===== config.mk =====
export PLATFORM = sky130hd
export DESIGN_NAME = seg7_pair_decoder
export DESIGN_NICKNAME = d
export VERILOG_FILES = /design/src/rtl/seg7_pair_decoder.sv
export SDC_FILE = /design/constraint.sdc
export NUM_CORES = 1
export LEC_CHECK = 0
export CAP_MARGIN = 20
export CORE_ASPECT_RATIO = 0.9
export CORE_UTILIZATION = 55
export DETAILED_ROUTE_END_ITERATION = 7
export PLACE_DENSITY = 0.8
export SYNTH_ARGS = -nofsm -noshare
export SYNTH_HDL_FRONTEND = slang
export SYNTH_SLANG_ARGS = --single-unit

===== constraint.sdc =====
create_clock -name clk -period 2.4 [get_ports clk]
set_input_delay 0.48 -clock clk [delete_from_list [all_inputs] [get_ports clk]]
set_output_delay 0.48 -clock clk [all_outputs]
set_load 0.05 [all_outputs]

===== src/rtl/seg7_pair_decoder.sv =====
// seg7_pair_decoder
//
// Recovers the BCD digits shown on a pair of active-low 7-segment buses.
// This block is the inverse of the BCD-to-7-segment display encoder and sits
// on the display-drive loopback/capture path. The two buses are treated as a
// single 14-bit sample. That sample has to hold for STABLE_CYCLES consecutive
// edges before it is decoded. Each new stable pair is handed out once over a
// valid/ready handshake. Illegal segment patterns are flagged per digit and
// counted in a saturating counter.
//
// Ports
//   clk          single clock, rising edge
//   rst_n        asynchronous active-low reset
//   seg_first    first-digit segment bus, active-low, bit6=g .. bit0=a
//   seg_last     last-digit segment bus, same encoding
//   out_ready    consumer accepts the pair when high together with out_valid
//   out_valid    decoded pair available
//   digit_first  decoded first digit (4'hF blank, 4'hE illegal)
//   digit_last   decoded last digit
//   code_err     {first illegal, last illegal}, qualified by out_valid
//   err_count    delivered pairs containing any illegal code, saturating
//
// State  | meaning
// -------+---------------------------------------------------------------
// S_WAIT | no pair outstanding; deliver when a new sample has become stable
// S_HOLD | pair presented on out_valid; outputs frozen until out_ready

module seg7_pair_decoder #(
    parameter int STABLE_CYCLES = 4,
    parameter int ERR_W         = 8
) (
    input  logic             clk,
    input  logic             rst_n,
    input  logic [6:0]       seg_first,
    input  logic [6:0]       seg_last,
    input  logic             out_ready,
    output logic             out_valid,
    output logic [3:0]       digit_first,
    output logic [3:0]       digit_last,
    output logic [1:0]       code_err,
    output logic [ERR_W-1:0] err_count
);

    localparam int               CNT_W   = $clog2(STABLE_CYCLES + 1);
    localparam logic [CNT_W-1:0] CNT_MAX = CNT_W'(STABLE_CYCLES);
    localparam logic [CNT_W-1:0] CNT_ONE = {{(CNT_W-1){1'b0}}, 1'b1};
    localparam logic [ERR_W-1:0] ERR_MAX = '1;
    localparam logic [ERR_W-1:0] ERR_ONE = {{(ERR_W-1){1'b0}}, 1'b1};

    typedef enum logic {
        S_WAIT = 1'b0,
        S_HOLD = 1'b1
    } state_t;

    // Returns {illegal, digit}.
    function automatic logic [4:0] decode_seg(input logic [6:0] seg);
        logic [4:0] res;
        case (seg)
            7'b1000000: res = 5'h00;
            7'b1111001: res = 5'h01;
            7'b0100100: res = 5'h02;
            7'b0110000: res = 5'h03;
            7'b0011001: res = 5'h04;
            7'b0010010: res = 5'h05;
            7'b0000010: res = 5'h06;
            7'b1111000: res = 5'h07;
            7'b0000000: res = 5'h08;
            7'b0010000: res = 5'h09;
            7'b1111111: res = 5'h0F;
            default:    res = 5'h1E;
        endcase
        return res;
    endfunction

    // Sampler
    logic [13:0]      samp_q, samp_d;
    logic [CNT_W-1:0] cnt_q, cnt_d;
    logic             stable;
    logic [13:0]      pair_in;

    assign pair_in = {seg_first, seg_last};
    assign stable  = (cnt_q == CNT_MAX);

    always_comb begin
        samp_d = samp_q;
        cnt_d  = cnt_q;
        if (pair_in != samp_q) begin
            samp_d = pair_in;
            cnt_d  = CNT_ONE;
        end else if (cnt_q < CNT_MAX) begin
            cnt_d = cnt_q + CNT_ONE;
        end
    end

    always_ff @(posedge clk or negedge rst_n) begin
        if (!rst_n) begin
            samp_q <= '1;
            cnt_q  <= '0;
        end else begin
            samp_q <= samp_d;
            cnt_q  <= cnt_d;
        end
    end

    // Delivery FSM
    state_t           state_q, state_d;
    logic             valid_q, valid_d;
    logic [3:0]       dfirst_q, dfirst_d;
    logic [3:0]       dlast_q, dlast_d;
    logic [1:0]       cerr_q, cerr_d;
    logic [ERR_W-1:0] errcnt_q, errcnt_d;
    logic [13:0]      last_pair_q, last_pair_d;
    logic             have_last_q, have_last_d;
    logic [4:0]       dec_first, dec_last;
    logic             new_pair;

    assign dec_first = decode_seg(samp_q[13:7]);
    assign dec_last  = decode_seg(samp_q[6:0]);
    // A stable sample equal to the one already delivered is not offered again.
    assign new_pair  = stable && (!have_last_q || (samp_q != last_pair_q));

    always_comb begin
        state_d     = state_q;
        valid_d     = valid_q;
        dfirst_d    = dfirst_q;
        dlast_d     = dlast_q;
        cerr_d      = cerr_q;
        errcnt_d    = errcnt_q;
        last_pair_d = last_pair_q;
        have_last_d = have_last_q;
        case (state_q)
            S_WAIT: begin
                if (new_pair) begin
                    valid_d     = 1'b1;
                    dfirst_d    = dec_first[3:0];
                    dlast_d     = dec_last[3:0];
                    cerr_d      = {dec_first[4], dec_last[4]};
                    last_pair_d = samp_q;
                    have_last_d = 1'b1;
                    if ((dec_first[4] || dec_last[4]) && (errcnt_q != ERR_MAX)) begin
                        errcnt_d = errcnt_q + ERR_ONE;
                    end
                    state_d = S_HOLD;
                end
            end
            S_HOLD: begin
                if (out_ready) begin
                    valid_d = 1'b0;
                    state_d = S_WAIT;
                end
            end
            default: begin
                valid_d = 1'b0;
                state_d = S_WAIT;
            end
        endcase
    end

    always_ff @(posedge clk or negedge rst_n) begin
        if (!rst_n) begin
            state_q     <= S_WAIT;
            valid_q     <= 1'b0;
            dfirst_q    <= 4'h0;
            dlast_q     <= 4'h0;
            cerr_q      <= 2'b00;
            errcnt_q    <= '0;
            last_pair_q <= '0;
            have_last_q <= 1'b0;
        end else begin
            state_q     <= state_d;
            valid_q     <= valid_d;
            dfirst_q    <= dfirst_d;
            dlast_q     <= dlast_d;
            cerr_q      <= cerr_d;
            errcnt_q    <= errcnt_d;
            last_pair_q <= last_pair_d;
            have_last_q <= have_last_d;
        end
    end

    assign out_valid   = valid_q;
    assign digit_first = dfirst_q;
    assign digit_last  = dlast_q;
    assign code_err    = cerr_q;
    assign err_count   = errcnt_q;

endmodule


== Yosys cells after proc, flatten, opt, wreduce, memory -nomap -nowiden ==
Cells that the tools add are included.

* Memory bits (writable): 0
* Bits in registers: 52
* Memories: 0
* ROM bits: 0
* Bits in latches: 0

* Div/mod/pow operators: 0
* Add/sub/neg operators: 2
* Multipliers: 0
* Equality and inequality tests: 26
* Reductions and logical operators: 11
* Bitwise logic cells: 1
* Mux-type cells: 10
* Order comparisons: 1
* Shift-type cells: 0

{| class="wikitable"
|+ Operator list
! operator !! number
|-
| one-hot mux 5 bit (11 select lines) || 2
|-
| == test 7 bit, second input constant || 8
|-
| == test 7 x 5 -> 1 bit, second input constant || 6
|-
| == test 7 x 6 -> 1 bit, second input constant || 4
|-
| inequality test 14 bit || 2
|-
| == test 7 x 2 -> 1 bit, second input constant || 2
|-
| zero test 7 bit || 2
|-
| adder 8 x 1 -> 8 bit, second input constant || 1
|-
| inequality test 8 bit, second input constant || 1
|-
| 2-to-1 mux 3 bit || 2
|-
| 2-to-1 mux 1 bit || 4
|-
| inequality test 2 bit, second input constant || 2
|-
| one-hot mux 1 bit (2 select lines) || 2
|-
| AND reduction 2 bit || 2
|-
| adder 3 x 1 -> 3 bit, second input constant || 1
|-
| == test 3 bit, second input constant || 1
|-
| < comparator 3 bit, second input constant || 1
|-
| AND reduction 3 bit || 1
|-
| logical AND 1 bit || 2
|-
| logical OR 1 bit || 2
|-
| nonzero test 2 bit || 1
|-
| zero test 1 bit || 1
|-
| inverter 1 bit || 1
|}

== Logic depth before layout (Yosys ltp) ==
* Depth after elaboration: 5
* Gate-level depth with buffers: 9
* Depth with buffers taken out: 7

== Least setup slack after synthesis ==
OpenSTA, ideal clock, no wires.

* Kind: reg2reg
* From: register samp_q[13]
* To: register errcnt_q[1] (netlist: err_count[1])
* Stages on the path, launching flop included: 8
* Data required time: 2.275 ns
* Path buffers: 1
* Setup time: 0.125 ns
* Arrival time: 2.010 ns
* Path slack: 0.265 ns
* Cells stage by stage: dfstp_2 > clkbuf_1 > and3b_1 > o21ai_0 > o311a_1 > o21ba_4 > and3b_1 > mux2_4

* Word-level cells in the longest chain between the ends: 5
* Elaborated cells between the ends (all ways): 18
* Those cells by class: 11 x eq/ne; 1 x mux; 6 x reduce/logical

{| class="wikitable"
|+ RTL lines
! what !! line !! text
|-
| from (decl) || 76 || <nowiki>logic [13:0] samp_q, samp_d;</nowiki>
|-
| from (signal assigned) || 100 || <nowiki>samp_q <= samp_d;</nowiki>
|-
| == test 7 bit (tied with other cells) || 58 || <nowiki>case (seg)</nowiki>
|-
| one-hot mux 5 bit (11 select lines) || 58 ||
|-
| logical OR 1 bit || 140 || <nowiki>if ((dec_first[4] || dec_last[4]) && (errcnt_q != ERR_MAX)) begin</nowiki>
|-
| logical AND 1 bit || 140 ||
|-
| AND reduction 3 bit (no source line) * || - ||
|-
| to (signal assigned) || 175 || <nowiki>errcnt_q <= errcnt_d;</nowiki>
|-
| to (decl) || 111 || <nowiki>logic [ERR_W-1:0] errcnt_q, errcnt_d;</nowiki>
|}

Every way passes the cells marked *; elsewhere a longest branch is shown, timed or not.
A chain may end at the register's enable or synchronous reset.

== Worst setup path after layout ==
* From: register samp_q[4]
* To: register errcnt_q[1] (netlist: err_count[1])

The elaborated chain is that of the path after synthesis.

==> impl_metrics.yaml <==
clock_tree:
  cts_tree: "built"
  path_clk_slew_ns: 0.09
  cts.repair.resized: 0
  htreeDepth: 2
  cts.hold.buffers_added: 0
  numClockSinks: 52
  postCtsSetupBuffers: 0
  clk_latency_ns: 0.29
  root_buffer: "clkbuf_8"
  clockBufferDepth: 2
  cts_made_buffers: 5
global_route:
  grt_util_met2_pct: 31.3
  grt_pass1_wl_mm: 8.91
  first_global_vias: 1796
  grtUsageMet1_pct: 32.7
  met3_usage_pct: 4.08
  antenna_found_initial: 0
  grt_max_degree: 30
  globalRouteTotalUtil_pct: 21.3
  overflow: 0
  busiest_layer: "met1"
placement:
  numPortBuffers: 35
  placedCellCount: 330
  dp_hpwl_mm: 3.69
  routabilityCongestion: 0.894
logic_synthesis:
  netlist.area_leader.share_pct: 34.4
  synth_nets: 274
  yosysWarnings: 0
  yosysSeqAreaShare_pct: 47.7
  synth_area_mm2: 0.00276
  syn_inst: 254
  ys_ff_latch: 52
  yosysTopAreaCell: "dfrtp_1"
  synth-edff-count: 0
  ys.flop_type: "dfrtp_1"
  yosysMostFrequentCell: "dfrtp_1"
  synth_commonest_cells: "dfrtp_1, xnor2_1, clkbuf_1, mux2_1, xor2_1"
  synth_cell_types: 49
  synth_area_leaders: "dfrtp_1, dfstp_2, mux2_1"
  syn_area_per_cell_um2: 10.9
  ys_async_sr_fraction_pct: 100
routing:
  drt_iter0_drc: 105
  num_vias: 1873
  drc_errors: 0
  wirelength_mm: 5.15
  ant_nets: 0
  detail_route.vias_per_cell: 5.44
  wl_per_cell_um: 15.0
  drt_first_pass_iters: 4
sta:
  tns_ns: 0
  period_share_pct: 93.7
  rsz0062_at_grt: "no"
  tightest_slew_ns: 0.564
  slew_violations: 0
  finalHoldViolCount: 0
  hold_ws_ns: 0.171
  final-setup-viol-count: 0
  worst_clock_skew_ns: 0.00691
  fmax_mhz: 445
  period_needed_ns: 2.25
  slew-limit-headroom_pct: 62.4
setup_path:
  cp_cell_sequence: "nor4b_1 > a22o_1 > a31o_1 > o21ba_4 > and3b_1 > mux2_4"
  startpoint_type: "flip-flop"
  r2r-end: "err_count[1]"
  cp_max_fo: 8
  worstSetupEndpointType: "flip-flop"
  max_stage_delay_ns: 0.64
  r2r_cells: 6
  ff2ff_setup_slack_ns: 0.15
  path_delay_family: "flip-flops"
  cp.depth: 6
  critPathRequiredTime_ns: 2.58
  crit_type: "flip-flop to flip-flop"
  crit_buf_inv: 0
  r2r_start: "samp_q[4]"
  cp.arrival_ns: 2.43
  slowest_stage: "dfstp_2"
final_layout:
  nets: 298
  fin_util_pct: 67.7
  fill_cells: 384
  drive_gt1_share_pct: 15.8
  fin_cells: 344
  antennaDiodeCount: 0
  syn_to_final_growth_pct: 18.5
floorplan:
  die_y_um: 69.3
  pin_count: 36
  die_w_um: 76.7
  design.die.area_mm2: 0.00531
  initial_core_util_pct: 57.2
  core_mm2: 0.00483
  num_rows: 24
power_and_ir_drop:
  peakVddDrop_mv: 0.376
  p_leak_uw: 0.00143
  p_per_area_mw_per_mm2: 483
min_path:
  worstHoldPathType: "primary input to async pin"
run:
  maxCapViolCount: 0
status:
  status: "finished, final reports clean"
-- state kept, by name (all words and copies together), names as in the netlist --
name and flops:
samp_q 14, code_err 2, have_last_q 1, state_q 1
err_count 8, digit_last 4, last_pair_q 14, out_valid 1
cnt_q 3, digit_first 4
-- power by group --
| group | internal [µW] | total, µW | switching (µW) |
|---|---|---|---|
| Clock | 235 | 507 | 272 |
| Combinational | 75.6 | 142 | 66.2 |
| Sequential | 899 | 933 | 33.9 |
-- cells in the final DEF, fill, tap and decap left out, types with 2 or more instances in the layout --
cell type and instances:
nor4b_2 4, inv_1 4, nand4_1 8, buf_4 12, nor2_1 16, a21oi_1 6
dfstp_2 14, nand2_1 6, a31oi_1 4, nand3_1 7, and3b_1 5, o21ai_0 4
clkbuf_8 6, buf_12 2, xor2_1 18, a21o_1 3, xnor2_1 19, nor3_1 6
nor3b_1 4, nand2b_1 2, mux2_1 18, dfrtp_1 38, ha_1 3, clkdlybuf4s50_1 34
nor4_1 5, a211oi_1 3, a22o_1 2, nor4b_1 2
-- worst max path at each step --
| stage | start | endpoint | slack, ns |
|---|---|---|---|
| 2_1_floorplan | samp_q[13] | err_count[1] | 0.26 |
| 3_3_place_gp | samp_q[8] | err_count[1] | 0.16 |
| 3_5_place_dp | samp_q[12] | err_count[1] | 0.13 |
| 4_1_cts | samp_q[12] | err_count[1] | 0.09 |
| 5_1_grt | samp_q[4] | err_count[1] | 0.01 |
| 6_report | samp_q[4] | err_count[1] | 0.15 |
-- per-layer routing --
layer / wire length [µm] / up-vias / share of wire [%]
met4: 34 / 0 / 0.66
met2: 2350 / 50 / 45
li1: - / 929 / -
met1: 2560 / 890 / 50
met3: 217 / 4 / 4.2
met5: 0 / - / 0
-- final cells by class --
type	count	area, µm²	area share, %
clock buffer	7	86.3	2.64
clock inverter	1	7.51	0.229
inverter	4	15.0	0.459
timing repair buffer	49	475	14.5
sequential	52	1320	40.3
multi-input combinational	166	1290	39.4
tap	65	81.3	2.48
-- kinds of logic (layout without fill, tap and decap cells) --
kind of cell | count (synthesis) | in the layout | synth area share (%)
adders and majority gates | 3 | 3 | 1.36
muxes | 20 | 20 | 8.24
and+or+nand+nor | 76 | 76 | 17.4
xor gates and xnor gates | 37 | 37 | 11.7
DFF | 52 | 52 | 47.7
buffers and inverters | 36 | 61 | 5.84
AOI/OAI and AO/OA | 30 | 30 | 7.70
-- metrics by stage --
step / setup WS, ns / cell area (µm²) / power (µW)
2_1_floorplan: 0.265 / 2760 / 1020
3_3_place_gp: 0.157 / 3120 / 1080
3_5_place_dp: 0.131 / 3120 / 1080
4_1_cts: 0.0864 / 3220 / 1590
5_1_grt: 0.00979 / 3270 / 1650
6_report: 0.151 / 3270 / 1580
No activity file was read; power rests on OpenSTA's default activity.
